==> src/rtl/md5_cmd_pkg.sv <==
// md5_cmd_pkg: shared command codes, FSM state type and word-packing helper for the MD5 command sequencer.
//   Contents: CMD_* 32-bit command words, word-ROM index bounds, seq_state_t, pack_range().
//   Optional feature macro used by the sequencer: MD5_SEQ_TIMEOUT_EN.
package md5_cmd_pkg;

  localparam logic [31:0] CMD_NOOP      = 32'h0000_0000;
  localparam logic [31:0] CMD_RESET_GEN = 32'h5230_0000;
  localparam logic [31:0] CMD_START_GEN = 32'h5230_0001;
  localparam logic [31:0] CMD_SET_A     = 32'h5230_1000;
  localparam logic [31:0] CMD_SET_B     = 32'h5230_1001;
  localparam logic [31:0] CMD_SET_C     = 32'h5230_1002;
  localparam logic [31:0] CMD_SET_D     = 32'h5230_1003;
  localparam logic [31:0] CMD_SET_RANGE = 32'h5230_2000;
  localparam logic [31:0] CMD_COUNT_LO  = 32'h5230_3000;
  localparam logic [31:0] CMD_COUNT_HI  = 32'h5230_3001;
  localparam logic [31:0] CMD_TEXT1     = 32'h4400_0001;
  localparam logic [31:0] CMD_TEXT2     = 32'h4400_0002;
  localparam logic [31:0] CMD_TEXT3     = 32'h4400_0003;
  localparam logic [31:0] CMD_TEXT4     = 32'h4400_0004;

  // Word ROM layout: 0..11 program words, 12..17 readback words.
  localparam logic [4:0] IDX_LAST_PROG = 5'd11;
  localparam logic [4:0] IDX_FIRST_RB  = 5'd12;
  localparam logic [4:0] IDX_LAST_RB   = 5'd17;

  typedef enum logic [2:0] {
    ST_IDLE,
    ST_PROGRAM,
    ST_POLL,
    ST_READBACK,
    ST_TIMEOUT
  } seq_state_t;

  function automatic logic [31:0] pack_range(input logic [7:0] rmax, input logic [7:0] rmin);
    return {16'h0000, rmax, rmin};
  endfunction

endpackage

==> src/rtl/md5_cmd_strobe_gen.sv <==
// md5_cmd_strobe_gen: issues one command word slot (data held, strobe high then low) per load pulse.
//   Ports: clk, reset (async, active-high); load/word start a slot; clear drops strobe and zeroes cmd_data;
//   cmd_data/cmd_strobe drive the cracker; sample marks the last low cycle; slot_done pulses with it.
//   Parameters: STROBE_HIGH (>=1) strobe-high cycles, STROBE_LOW (>=3) strobe-low cycles.
module md5_cmd_strobe_gen #(
  parameter int STROBE_HIGH = 4,
  parameter int STROBE_LOW  = 4
) (
  input  logic        clk,
  input  logic        reset,
  input  logic        load,
  input  logic        clear,
  input  logic [31:0] word,
  output logic [31:0] cmd_data,
  output logic        cmd_strobe,
  output logic        sample,
  output logic        slot_done
);

  localparam logic [15:0] HI   = 16'(STROBE_HIGH);
  localparam logic [15:0] LAST = 16'(STROBE_HIGH + STROBE_LOW - 1);

  logic        active;
  logic [15:0] cnt;

  // cnt counts cycles of the current slot; a load in the last cycle chains the next slot back-to-back.
  always_ff @(posedge clk or posedge reset) begin
    if (reset) begin
      cmd_data   <= '0;
      cmd_strobe <= 1'b0;
      active     <= 1'b0;
      cnt        <= '0;
    end else if (clear) begin
      cmd_data   <= '0;
      cmd_strobe <= 1'b0;
      active     <= 1'b0;
      cnt        <= '0;
    end else if (load) begin
      cmd_data   <= word;
      cmd_strobe <= 1'b1;
      active     <= 1'b1;
      cnt        <= '0;
    end else if (active) begin
      cnt        <= cnt + 16'd1;
      cmd_strobe <= (cnt + 16'd1) < HI;
      active     <= cnt != LAST;
    end
  end

  assign sample    = active && cnt == LAST;
  assign slot_done = sample;

endmodule

==> src/rtl/md5_cmd_sequencer.sv <==
// md5_cmd_sequencer: host-side initiator that programs the MD5 cracker, waits for a match and reads back text/count.
//   Ports: clk, reset (async, active-high); start/abort pulses; target[127:0] {A,B,C,D}; range_min/range_max;
//   matched_in (async cracker hasMatched); resp_in (cracker dataOut); cmd_data/cmd_strobe (cracker dataIn/hasReceived);
//   busy, done (1-cycle), timed_out (sticky), text {w4,w3,w2,w1}, count {high,low}.
//   Optional feature: define MD5_SEQ_TIMEOUT_EN to abort POLL after TIMEOUT cycles with a generator reset word.
module md5_cmd_sequencer
  import md5_cmd_pkg::*;
#(
  parameter int          STROBE_HIGH = 4,
  parameter int          STROBE_LOW  = 4,
  parameter logic [31:0] TIMEOUT     = 32'hffff_ffff
) (
  input  logic         clk,
  input  logic         reset,
  input  logic         start,
  input  logic         abort,
  input  logic [127:0] target,
  input  logic [7:0]   range_min,
  input  logic [7:0]   range_max,
  input  logic         matched_in,
  input  logic [31:0]  resp_in,
  output logic [31:0]  cmd_data,
  output logic         cmd_strobe,
  output logic         busy,
  output logic         done,
  output logic         timed_out,
  output logic [127:0] text,
  output logic [63:0]  count
);

  seq_state_t   state, state_n;
  logic [4:0]   idx, idx_n;
  logic [127:0] tgt;
  logic [7:0]   rmin, rmax;
  logic [1:0]   sync;
  logic         match_s, accept, load, sample, slot_done, tmo_hit;
  logic [31:0]  rom_word;

  assign match_s = sync[1];
  assign accept  = state == ST_IDLE && start && !abort;
  assign busy    = state != ST_IDLE;

  md5_cmd_strobe_gen #(
    .STROBE_HIGH(STROBE_HIGH),
    .STROBE_LOW (STROBE_LOW)
  ) u_strobe (
    .clk       (clk),
    .reset     (reset),
    .load      (load),
    .clear     (abort),
    .word      (rom_word),
    .cmd_data  (cmd_data),
    .cmd_strobe(cmd_strobe),
    .sample    (sample),
    .slot_done (slot_done)
  );

  // Indexed by idx_n so the word for the slot being loaded is ready in the load cycle.
  always_comb begin
    rom_word = CMD_NOOP;
    case (idx_n)
      5'd0:  rom_word = CMD_RESET_GEN;
      5'd1:  rom_word = CMD_SET_A;
      5'd2:  rom_word = tgt[127:96];
      5'd3:  rom_word = CMD_SET_B;
      5'd4:  rom_word = tgt[95:64];
      5'd5:  rom_word = CMD_SET_C;
      5'd6:  rom_word = tgt[63:32];
      5'd7:  rom_word = CMD_SET_D;
      5'd8:  rom_word = tgt[31:0];
      5'd9:  rom_word = CMD_SET_RANGE;
      5'd10: rom_word = pack_range(rmax, rmin);
      5'd11: rom_word = CMD_START_GEN;
      5'd12: rom_word = CMD_TEXT1;
      5'd13: rom_word = CMD_TEXT2;
      5'd14: rom_word = CMD_TEXT3;
      5'd15: rom_word = CMD_TEXT4;
      5'd16: rom_word = CMD_COUNT_LO;
      5'd17: rom_word = CMD_COUNT_HI;
      default: rom_word = CMD_NOOP;
    endcase
  end

  always_ff @(posedge clk or posedge reset) begin
    if (reset) begin
      state <= ST_IDLE;
      idx   <= '0;
    end else begin
      state <= state_n;
      idx   <= idx_n;
    end
  end

  always_comb begin
    state_n = state;
    if (abort)
      state_n = ST_IDLE;
    else
      case (state)
        ST_IDLE:     state_n = start ? ST_PROGRAM : ST_IDLE;
        ST_PROGRAM:  state_n = (slot_done && idx == IDX_LAST_PROG) ? ST_POLL : ST_PROGRAM;
        ST_POLL:     state_n = match_s ? ST_READBACK : tmo_hit ? ST_TIMEOUT : ST_POLL;
        ST_READBACK: state_n = (slot_done && idx == IDX_LAST_RB) ? ST_IDLE : ST_READBACK;
        ST_TIMEOUT:  state_n = slot_done ? ST_IDLE : ST_TIMEOUT;
        default:     state_n = ST_IDLE;
      endcase
  end

  // A match in the same cycle as the timeout wins, so a late hit is never thrown away.
  always_comb begin
    load  = 1'b0;
    idx_n = idx;
    if (!abort)
      case (state)
        ST_IDLE: begin
          load  = start;
          idx_n = start ? 5'd0 : idx;
        end
        ST_PROGRAM, ST_READBACK: begin
          load  = slot_done && idx != IDX_LAST_PROG && idx != IDX_LAST_RB;
          idx_n = load ? idx + 5'd1 : idx;
        end
        ST_POLL: begin
          load  = match_s || tmo_hit;
          idx_n = match_s ? IDX_FIRST_RB : tmo_hit ? 5'd0 : idx;
        end
        default: ;
      endcase
  end

  always_ff @(posedge clk or posedge reset) begin
    if (reset) begin
      tgt   <= '0;
      rmin  <= '0;
      rmax  <= '0;
      sync  <= '0;
      text  <= '0;
      count <= '0;
      done  <= 1'b0;
    end else begin
      sync <= {sync[0], matched_in};
      done <= !abort && state == ST_READBACK && slot_done && idx == IDX_LAST_RB;
      if (accept) begin
        tgt  <= target;
        rmin <= range_min;
        rmax <= range_max;
      end
      if (!abort && state == ST_READBACK && sample)
        case (idx)
          5'd12:   text[31:0]    <= resp_in;
          5'd13:   text[63:32]   <= resp_in;
          5'd14:   text[95:64]   <= resp_in;
          5'd15:   text[127:96]  <= resp_in;
          5'd16:   count[31:0]   <= resp_in;
          5'd17:   count[63:32]  <= resp_in;
          default: ;
        endcase
    end
  end

`ifdef MD5_SEQ_TIMEOUT_EN
  logic [31:0] poll_cnt;

  // poll_cnt equals the number of completed POLL cycles; it restarts whenever POLL is left.
  always_ff @(posedge clk or posedge reset) begin
    if (reset) begin
      poll_cnt  <= '0;
      timed_out <= 1'b0;
    end else begin
      poll_cnt <= state == ST_POLL ? poll_cnt + 32'd1 : '0;
      if (accept)
        timed_out <= 1'b0;
      else if (!abort && tmo_hit && !match_s)
        timed_out <= 1'b1;
    end
  end

  assign tmo_hit = state == ST_POLL && poll_cnt == TIMEOUT - 32'd1;
`else
  logic unused_timeout;

  assign unused_timeout = ^TIMEOUT;
  assign tmo_hit        = 1'b0;
  assign timed_out      = 1'b0;
`endif

endmodule

==> config.mk <==
export PLATFORM = sky130hd
export DESIGN_NAME = md5_cmd_sequencer
export DESIGN_NICKNAME = d
export VERILOG_FILES = /design/src/rtl/md5_cmd_pkg.sv /design/src/rtl/md5_cmd_strobe_gen.sv /design/src/rtl/md5_cmd_sequencer.sv
export SDC_FILE = /design/constraint.sdc
export NUM_CORES = 1
export LEC_CHECK = 0
export CORE_MARGIN = 8
export CORE_UTILIZATION = 50
export DETAILED_ROUTE_END_ITERATION = 7
export HOLD_SLACK_MARGIN = 0.15
export PLACE_DENSITY = 0.81
export SLEW_MARGIN = 20
export SYNTH_ARGS = -nofsm -noshare
export SYNTH_HDL_FRONTEND = slang
export SYNTH_SLANG_ARGS = --single-unit
==> constraint.sdc <==
create_clock -name clk -period 14.2 [get_ports clk]
set_clock_uncertainty 0.05 [all_clocks]
set_input_delay 1.42 -clock clk [delete_from_list [all_inputs] [get_ports clk]]
set_output_delay 1.42 -clock clk [all_outputs]
set_load 0.02 [all_outputs]
# [Yosys cells after proc, flatten, opt, wreduce, memory -nomap -nowiden]
# Index checks and enable logic that the tools add are counted.
[op_classes] n_shift=0 n_eq_ne=32 order_cmp=1 div=0 n_mul=0 reduce_logical=23 n_bitwise=0 n_addsub=2 n_mux=26
[op_table] op="$pmux W32 S18" n=1
[op_table] op="$eq A5 B4 Y1 const B" n=13
[op_table] op="$mux W32" n=2
[op_table] op="$mux W16" n=3
[op_table] op="$eq A5 B3 Y1 const B" n=4
[op_table] op="$eq A5 B5 Y1 const B" n=4
[op_table] op="$mux W5" n=4
[op_table] op="$add A16 B1 Y16 const B" n=1
[op_table] op="$eq A16 B3 Y1 const B" n=1
[op_table] op="$lt A16 B3 Y1 const B" n=1
[op_table] op="$ne A16 B3 Y1 const B" n=1
[op_table] op="$pmux W3 S5" n=1
[op_table] op="$pmux W5 S3" n=1
[op_table] op="$reduce_and A2 Y1" n=6
[op_table] op="$eq A5 B2 Y1 const B" n=2
[op_table] op="$logic_and A1 B1 Y1" n=10
[op_table] op="$mux W1" n=9
[op_table] op="$eq A3 B2 Y1 const B" n=2
[op_table] op="$mux W3" n=2
[op_table] op="$reduce_bool A3 Y1" n=2
[op_table] op="$add A5 B1 Y5 const B" n=1
[op_table] op="$eq A5 B1 Y1 const B" n=1
[op_table] op="$logic_not A5 Y1" n=1
[op_table] op="$ne A5 B4 Y1 const B" n=1
[op_table] op="other kinds (9)" n=10
[word_totals] reg_bits=397 mem_bits_rw=0 rom_bits=0 out_inout_bits=228 memories=0 latchBits=0

# [Depth between registers and ports, before layout]
# Gate-level depths: netlist of run 1.
[logic_depth] depth_word=11 ltp_mapped=14 mapped_depth_nobuf=11

# [Hierarchy]
# Synthesis of run 1 repeated with hierarchy kept, for this count alone.
[unflattened] hier_cells=1178 hier_area_um2=16619.7
[by_module_without_submodules] module="md5_cmd_sequencer" area_per_inst_um2=14167.3 cells_each=944 seq_area_each_um2=8683.3 instances=1
[by_module_without_submodules] module="md5_cmd_strobe_gen" area_per_inst_um2=2452.4 cells_each=234 seq_area_each_um2=1251.2 instances=1

# [Worst setup path before layout of run 1]
# No wires, ideal clock.
[synth_path] path_kind="input-to-reg" startpoint="input port abort" endpoint="register u_strobe.cmd_data[26]" stages=12 setup_time_ns=0.126 t_arrival_ns=3.561 required_ns=14.024 setup_slack_ns=10.463 n_path_buf=3 cell_sequence="clkbuf_1 -> nor3b_1 -> and2_1 -> a32oi_1 -> and2_1 -> buf_2 -> inv_2 -> buf_2 -> nor3_4 -> a32oi_1 -> a31oi_1 -> a221o_1"
[synth_between] elab_chain_cells=5 elab_cells_between_ends=24 cone_classes="eq/ne (17); mux (5); reduce/logical (2)"
[synth_lines] element="start: declaration" line_no="md5_cmd_sequencer.sv:16" text="input logic abort,"
[synth_lines] element="$mux W5 *" line_no="md5_cmd_sequencer.sv:113" text="if (!abort)"
[synth_lines] element="net idx_n[0]" line_no="md5_cmd_sequencer.sv:32" text="logic [4:0] idx, idx_n;"
[synth_lines] element="$eq A5 B5 Y1 (tied with other cells)" line_no="md5_cmd_sequencer.sv:61" text="case (idx_n)"
[synth_lines] element="$pmux W32 S18 *" line_no="md5_cmd_sequencer.sv:61"
[synth_lines] element="$mux W32 *" line_no="md5_cmd_strobe_gen.sv:38" text="end else if (load) begin"
[synth_lines] element="$mux W32 *" line_no="md5_cmd_strobe_gen.sv:33" text="end else if (clear) begin"
[synth_lines] element="end signal: assignment" line_no="md5_cmd_strobe_gen.sv:39" text="cmd_data <= word;"
[synth_lines] element="end: declaration" line_no="md5_cmd_strobe_gen.sv:14" text="output logic [31:0] cmd_data,"
# Mark *: on every way through the listed nets, which the timed path passes. The rest lies on a longest branch. The select of a mux whose other input is x is not followed.
# A chain may end at the register's enable or synchronous reset.

# [Worst setup path in the final report of run 1]
[layout_path] startpoint="input port abort" endpoint="register u_strobe.cmd_data[2]"
[layout_between] elab_chain_cells=5 elab_cells_between_ends=24 cone_classes="eq/ne (17); mux (5); reduce/logical (2)"
[layout_lines] element="$mux W5" line_no="md5_cmd_sequencer.sv:113"
[layout_lines] element="$eq A5 B5 Y1 (tied with other cells)" line_no="md5_cmd_sequencer.sv:61"
[layout_lines] element="$pmux W32 S18" line_no="md5_cmd_sequencer.sv:61"
[layout_lines] element="$mux W32" line_no="md5_cmd_strobe_gen.sv:38"
[layout_lines] element="$mux W32" line_no="md5_cmd_strobe_gen.sv:33"
# Several ways; a longest one is shown, not always the timed one. The select of a mux whose other input is x is not followed.

==> impl_metrics.yaml, run 1 <==
layout:
  drive_above_1_share: 0.270
  multi_input_area_um2: 6360
  area_growth_pct: 35.1
  mostFrequentLayoutCells: "clkdlybuf4s50_1 (407), dfrtp_1 (397), mux2_2 (338)"
  seq_area_um2: 9930
  fin_nets: 1777
  finalInstanceArea_um2: 22500
  final.fill_count: 2378
  layout_commonest_cell: "clkdlybuf4s50_1"
timing:
  fin_crit_sh: 0.354
  setup_viol: 0
  tightest_slew_ns: 1.07
  finalMaxSlewViolations: 0
  whs_ns: 0.304
  relSlewSlack: 0.286
  rsz0062_at_grt: "false"
  period_needed_ns: 5.02
  max_freq_ghz: 0.199
  final_hold_viol_count: 0
  setup-tns-final_ns: 0
global_routing:
  gr-total-overflow: 0
  grt.total_usage: 0.239
  grt_pass1_wl_um: 73300
  grt_max_degree: 202
  grt_pass1_vias: 12300
  antenna_found_initial: 5
clocking:
  hold_buffers: 0
  cts_tree: "done"
  clk-insertion-delay-late_ns: 0.52
  cts_setup_buffers: 0
  cts_max_path_buffers: 3
  cts_htree_levels: 2
  cts.sinks: 397
  cts_buffers: 41
  root_buffer: "clkbuf_16"
  post_cts_resized: 0
  path_clk_slew_ns: 0.06
min_path:
  worstHoldPathType: "flip-flop to flip-flop"
synth:
  synth.yosys.warnings: 0
  synth_cells: 1208
  yosysUniqueCellTypes: 71
  ys_seq_elements: 397
  yosysSeqAreaShare: 0.597
  postSynthNetCount: 1395
  ys.flop_type: "dfrtp_1"
  syn_area_um2: 16700
  synthArstFlopShare: 1.00
  syn_avg_cell_area_um2: 13.8
  synth_edf_count: 0
routing:
  drtPass1Iterations: 5
  vias_per_cell: 5.67
  drc_errors: 0
  ant_nets: 0
  vias: 11700
  wl_per_cell_um: 23.3
  drt_first_iter_violations: 749
  drt_wl_total_um: 48200
placed_design:
  dp_hpwl_um: 34100
  placed_area_um2: 21100
  gp_congestion: 0.863
  io_buffers: 407
power_and_ir_drop:
  ir_drop_v: 0.000103
  p_leak_nw: 9.89
  power_density_nw_per_um2: 120
worst_setup_path:
  worst_path_max_delay_cell: "nor2_2"
  end_kind: "flip-flop"
  crit_family: "simple AND/OR/NAND/NOR gates"
  critPathMaxFanout: 19
  cp_num_buf_inv: 1
  cpPeakStageDelay_ns: 0.95
  required_ns: 14.60
  critPathKind: "input port to flip-flop"
  critPathLaunchType: "input port"
  cp.arrival_ns: 5.42
  cp_cell_sequence: "clkdlybuf4s50_1 > nor2_1 > o21ai_0 > a21oi_1 > o21a_1 > nand4_1 > nor2_2 > a221o_1 > a221o_1"
  cp_common_cell: "a221o_1"
run:
  cap_violations: 0
floorplan:
  die_h_um: 198
  die_w_um: 198
  initial_core_util: 0.502
  ios: 409
  rows: 67
  die_area_um2: 39400
  core-area_um2: 33200
run_status:
  status: "complete, no violations"
sequential cells by signal (all words and copies together), names as in the netlist:
signal and count:
sync 2, u_strobe.cnt 16, rmax 8, u_strobe.active 1, text 128, count 64
tgt 128, u_strobe.cmd_data 32, u_strobe.cmd_strobe 1, state 3, rmin 8, idx 5
done 1
routing by layer:
layer | global-route usage | up-vias | wire, um
li1 | - | 5190 | -
met1 | 0.293 | 5912 | 18800
met2 | 0.399 | 522 | 23100
met3 | 0.0645 | 111 | 4320
met4 | 0.0980 | 6 | 1890
met5 | 0 | - | 38
power breakdown:
group          switching [W]  leakage [nW]  internal [W]
logic               0.000148          4.04      0.000169
clock network       0.000429         0.657      0.000653
registers          0.0000718          5.20       0.00123
layout make-up:
| cell class | instances | share of cell area |
|---|---|---|
| flip-flops and latches | 397 | 0.442 |
| multi-input cells | 716 | 0.283 |
| repair buffers | 416 | 0.186 |
| clock buffers | 67 | 0.0554 |
| well taps | 448 | 0.0249 |
| clock inverters | 6 | 0.00495 |
| inverters | 18 | 0.00345 |
| diodes | 2 | 0.000223 |
logic make-up after synthesis:
| family | after synthesis | synth area share |
|---|---|---|
| muxes | 347 | 0.234 |
| adders and majority gates | 6 | 0.00451 |
| buffers and inverters | 95 | 0.0242 |
| DFF | 397 | 0.597 |
| and+or+nand+nor | 195 | 0.0646 |
| other | 1 | 0.000225 |
| xor gates and xnor gates | 18 | 0.00947 |
| AOI/OAI and AO/OA | 149 | 0.0664 |
path summary, 6_finish.rpt:
kind,from,to,slack (ns),depth (start not counted)
max,abort,u_strobe.cmd_data[2],9.18,9
max in group asynchronous,reset,text[98],11.09,4
min reg2reg,sync[0],sync[1],0.30,0
max reg2reg,u_strobe.cnt[6],u_strobe.cmd_data[2],9.67,9
min in group asynchronous,reset,count[14],1.39,2
min,sync[0],sync[1],0.30,0
synth_stat cells, types with 4 or more instances:
cell type / n / area share
a32oi_1: 22 / 0.012
a21oi_1: 19 / 0.0057
o21ai_1: 14 / 0.0042
and3_1: 12 / 0.0045
nor2_2: 4 / 0.0015
mux2_2: 338 / 0.23
xnor2_1: 5 / 0.0026
nand2_1: 49 / 0.011
or4_4: 4 / 0.0027
a31oi_1: 12 / 0.0045
o32ai_1: 4 / 0.0021
a222oi_1: 11 / 0.0066
a221o_1: 4 / 0.0024
buf_2: 17 / 0.0051
and2_1: 9 / 0.0034
dfrtp_1: 397 / 0.60
buf_4: 4 / 0.0018
a2111o_1: 4 / 0.0027
xor2_1: 13 / 0.0068
a221oi_1: 10 / 0.0053
nor4_1: 8 / 0.0030
buf_1: 9 / 0.0020
o211ai_1: 4 / 0.0018
ha_1: 6 / 0.0045
nand4_1: 12 / 0.0045
clkbuf_1: 46 / 0.010
nand3_1: 27 / 0.0081
o21ai_0: 18 / 0.0054
inv_1: 14 / 0.0032
nor3_1: 7 / 0.0021
nor2_1: 34 / 0.0077
mux2i_1: 9 / 0.0054
nand2b_1: 4 / 0.0015
per-stage QoR:
step                       util  total power (W)  cells  setup WS, ns
final                     0.677          0.00270   2070          9.18
after floorplan               -          0.00148   1208          1.69
after detailed placement  0.636          0.00163   1994          8.73
after global placement    0.635          0.00162   1993          8.86
after global routing      0.677          0.00280   2070          8.82
after CTS                 0.677          0.00272   2067          9.29
Note: power is estimated with default switching activity, not from simulation.
==> run 2: changes to the inputs <==
Settings changed: CORE_UTILIZATION 50 to 45, PLACE_DENSITY 0.81 to 0.77.
Clock period 14.2 ns to 4.3 ns, I/O delays scaled along.
==> run 2 against run 1 <==
Combinational power grew to 3.4 times the previous value. Setup slack lost 8.6 ns. Cell count grew 2.4%. Sequential power grew to 3.3 times the previous value. Count of clock-buffer cells in the layout shrank 5. Wire length grew 3.3%. Clock power grew to 3.2 times the previous value. Sequential share of layout area shrank 0.39 points. First-iteration DRC count grew 1.1%. Register-to-register slack lost 9.1 ns.
==> impl_metrics.yaml, run 2 (synthesis results as in run 1) <==
floorplan:
  die_h_um: 208
  die_area_um2: 43400
  initial_core_util: 0.456
  die_w_um: 208
  rows: 70
  core-area_um2: 36500
  ios: 409
clocking:
  cts.sinks: 397
  path_clk_slew_ns: 0.06
  hold_buffers: 0
  cts_buffers: 42
  cts_max_path_buffers: 3
  cts_setup_buffers: 0
  root_buffer: "clkbuf_16"
  cts_tree: "done"
  post_cts_resized: 0
  cts_htree_levels: 2
  clk-insertion-delay-late_ns: 0.54
worst_setup_path:
  required_ns: 4.67
  end_kind: "flip-flop"
  critPathLaunchType: "flip-flop"
  critPathKind: "flip-flop to flip-flop"
  critPathMaxFanout: 13
  cp.arrival_ns: 4.08
routing:
  drt_first_iter_violations: 757
  vias: 11900
  drt_wl_total_um: 49800
  drtPass1Iterations: 5
  wl_per_cell_um: 23.5
  vias_per_cell: 5.60
  drc_errors: 0
  ant_nets: 0
power_and_ir_drop:
  ir_drop_v: 0.000326
  pwr-share-seq: 0.487
  p_clk_frac: 0.391
  internal_power_w: 0.00665
  pwr-share-comb: 0.122
  power.switching_w: 0.00218
  power_density_nw_per_um2: 389
  total_power_w: 0.00883
  p_leak_nw: 10.0
  netSwitchingFraction: 0.247
placed_design:
  dp_hpwl_um: 36800
  place_inst: 2045
  pre_cts_ws_ns: 0.655
  io_buffers: 407
  gp_congestion: 0.870
min_path:
  worstHoldPathType: "input port to flip-flop"
layout:
  drive_above_1_share: 0.288
  antenna_cells: 0
  final.fill_count: 2810
  layout_commonest_cell: "clkdlybuf4s50_1"
  mostFrequentLayoutCells: "clkdlybuf4s50_1 (407), dfrtp_1 (397), mux2_2 (338)"
  fin_cells: 2119
  biggestRegsByFlops: "text x128, tgt x128, count x64"
  area_growth_pct: 36.3
  fin_nets: 1808
run:
  cap_violations: 0
global_routing:
  grt_pass1_vias: 12700
  grt.total_usage: 0.225
  antenna_found_initial: 5
  gr-total-overflow: 0
  grt_pass1_wl_um: 77400
  grt_max_degree: 111
timing:
  rsz0062_at_grt: "false"
  setup-tns-final_ns: 0
  fin_crit_sh: 0.863
  setup_viol: 0
  max_freq_ghz: 0.270
  period_needed_ns: 3.71
  whs_ns: 0.307
  relSlewSlack: 0.470
  worst_slack_ns: 0.590
  finalMaxSlewViolations: 0
  final_hold_viol_count: 0
  tightest_slew_ns: 0.794
run_status:
  status: "complete, no violations"
[run 2: cell count changes in the layout (fill, tap and decap cells not counted), sizes merged]
cell      change
clkinv        +8
inv           -1
bufinv        -3
clkbuf        -5
clkinvlp      +2
buf          +30
diode         -2
[run 2: power by group through the flow]
| stage | registers (W) | clock network [W] | logic [W] |
|---|---|---|---|
| final | 0.00430 | 0.00345 | 0.00108 |
| after global routing | 0.00433 | 0.00370 | 0.00117 |
| after CTS | 0.00430 | 0.00354 | 0.00109 |
| after detailed placement | 0.00436 | 0 | 0.00108 |
| after global placement | 0.00435 | 0 | 0.00105 |
| after floorplan | 0.00430 | 0 | 0.000579 |
[run 2: layout make-up]
cell class,count,area (um^2),area share
sequential,397,9930,0.438
multi-input combinational,716,6350,0.280
timing repair buffer,446,4420,0.195
clock buffer,62,1250,0.0550
tap,468,586,0.0258
clock inverter,12,80.1,0.00353
inverter,18,73.8,0.00325
[run 2: critical path: stages (launching register included)]
cell	delay, ns
dfrtp_1	0.49
or4_4	0.59
nor4_4	0.38
buf_4	0.21
a41oi_1	0.18
a211oi_4	0.33
nor3_1	0.12
o21ai_2	0.54
buf_4	0.31
a31oi_1	0.07
a2111o_1	0.29
[run 2: final timing paths]
path | cells past startpoint | from | slack, ns | end
max reg2reg | 10 | u_strobe.cnt[6] | 0.59 | u_strobe.cmd_data[25]
min reg2reg | 0 | sync[0] | 0.34 | sync[1]
max in group asynchronous | 3 | reset | 2.84 | text[44]
min | 1 | matched_in | 0.31 | sync[0]
max | 10 | u_strobe.cnt[6] | 0.59 | u_strobe.cmd_data[25]
min in group asynchronous | 2 | reset | 0.34 | text[55]
[run 2: routing by layer]
layer  global-route usage  part of all wire  vias up
met5                    0            0.0011        -
met1                0.267              0.39     6014
met3               0.0803             0.093       79
li1                     -                 -     5256
met4               0.0526             0.019       10
met2                0.389              0.49      517
[run 2: metrics by stage]
step | cell area, um^2 | utilization
6_report | 22700 | 0.621
5_1_grt | 22700 | 0.621
4_1_cts | 22700 | 0.621
3_5_place_dp | 21400 | 0.585
3_3_place_gp | 21400 | 0.585
2_1_floorplan | 16700 | -
==> run 3: changes to the inputs <==
Settings changed: ABC_CLOCK_PERIOD_IN_PS set to 4300, HOLD_SLACK_MARGIN 0.15 to 0.05.
==> results of run 3 <==
No change in the layout: final DEF, timing and power equal those of run 2.
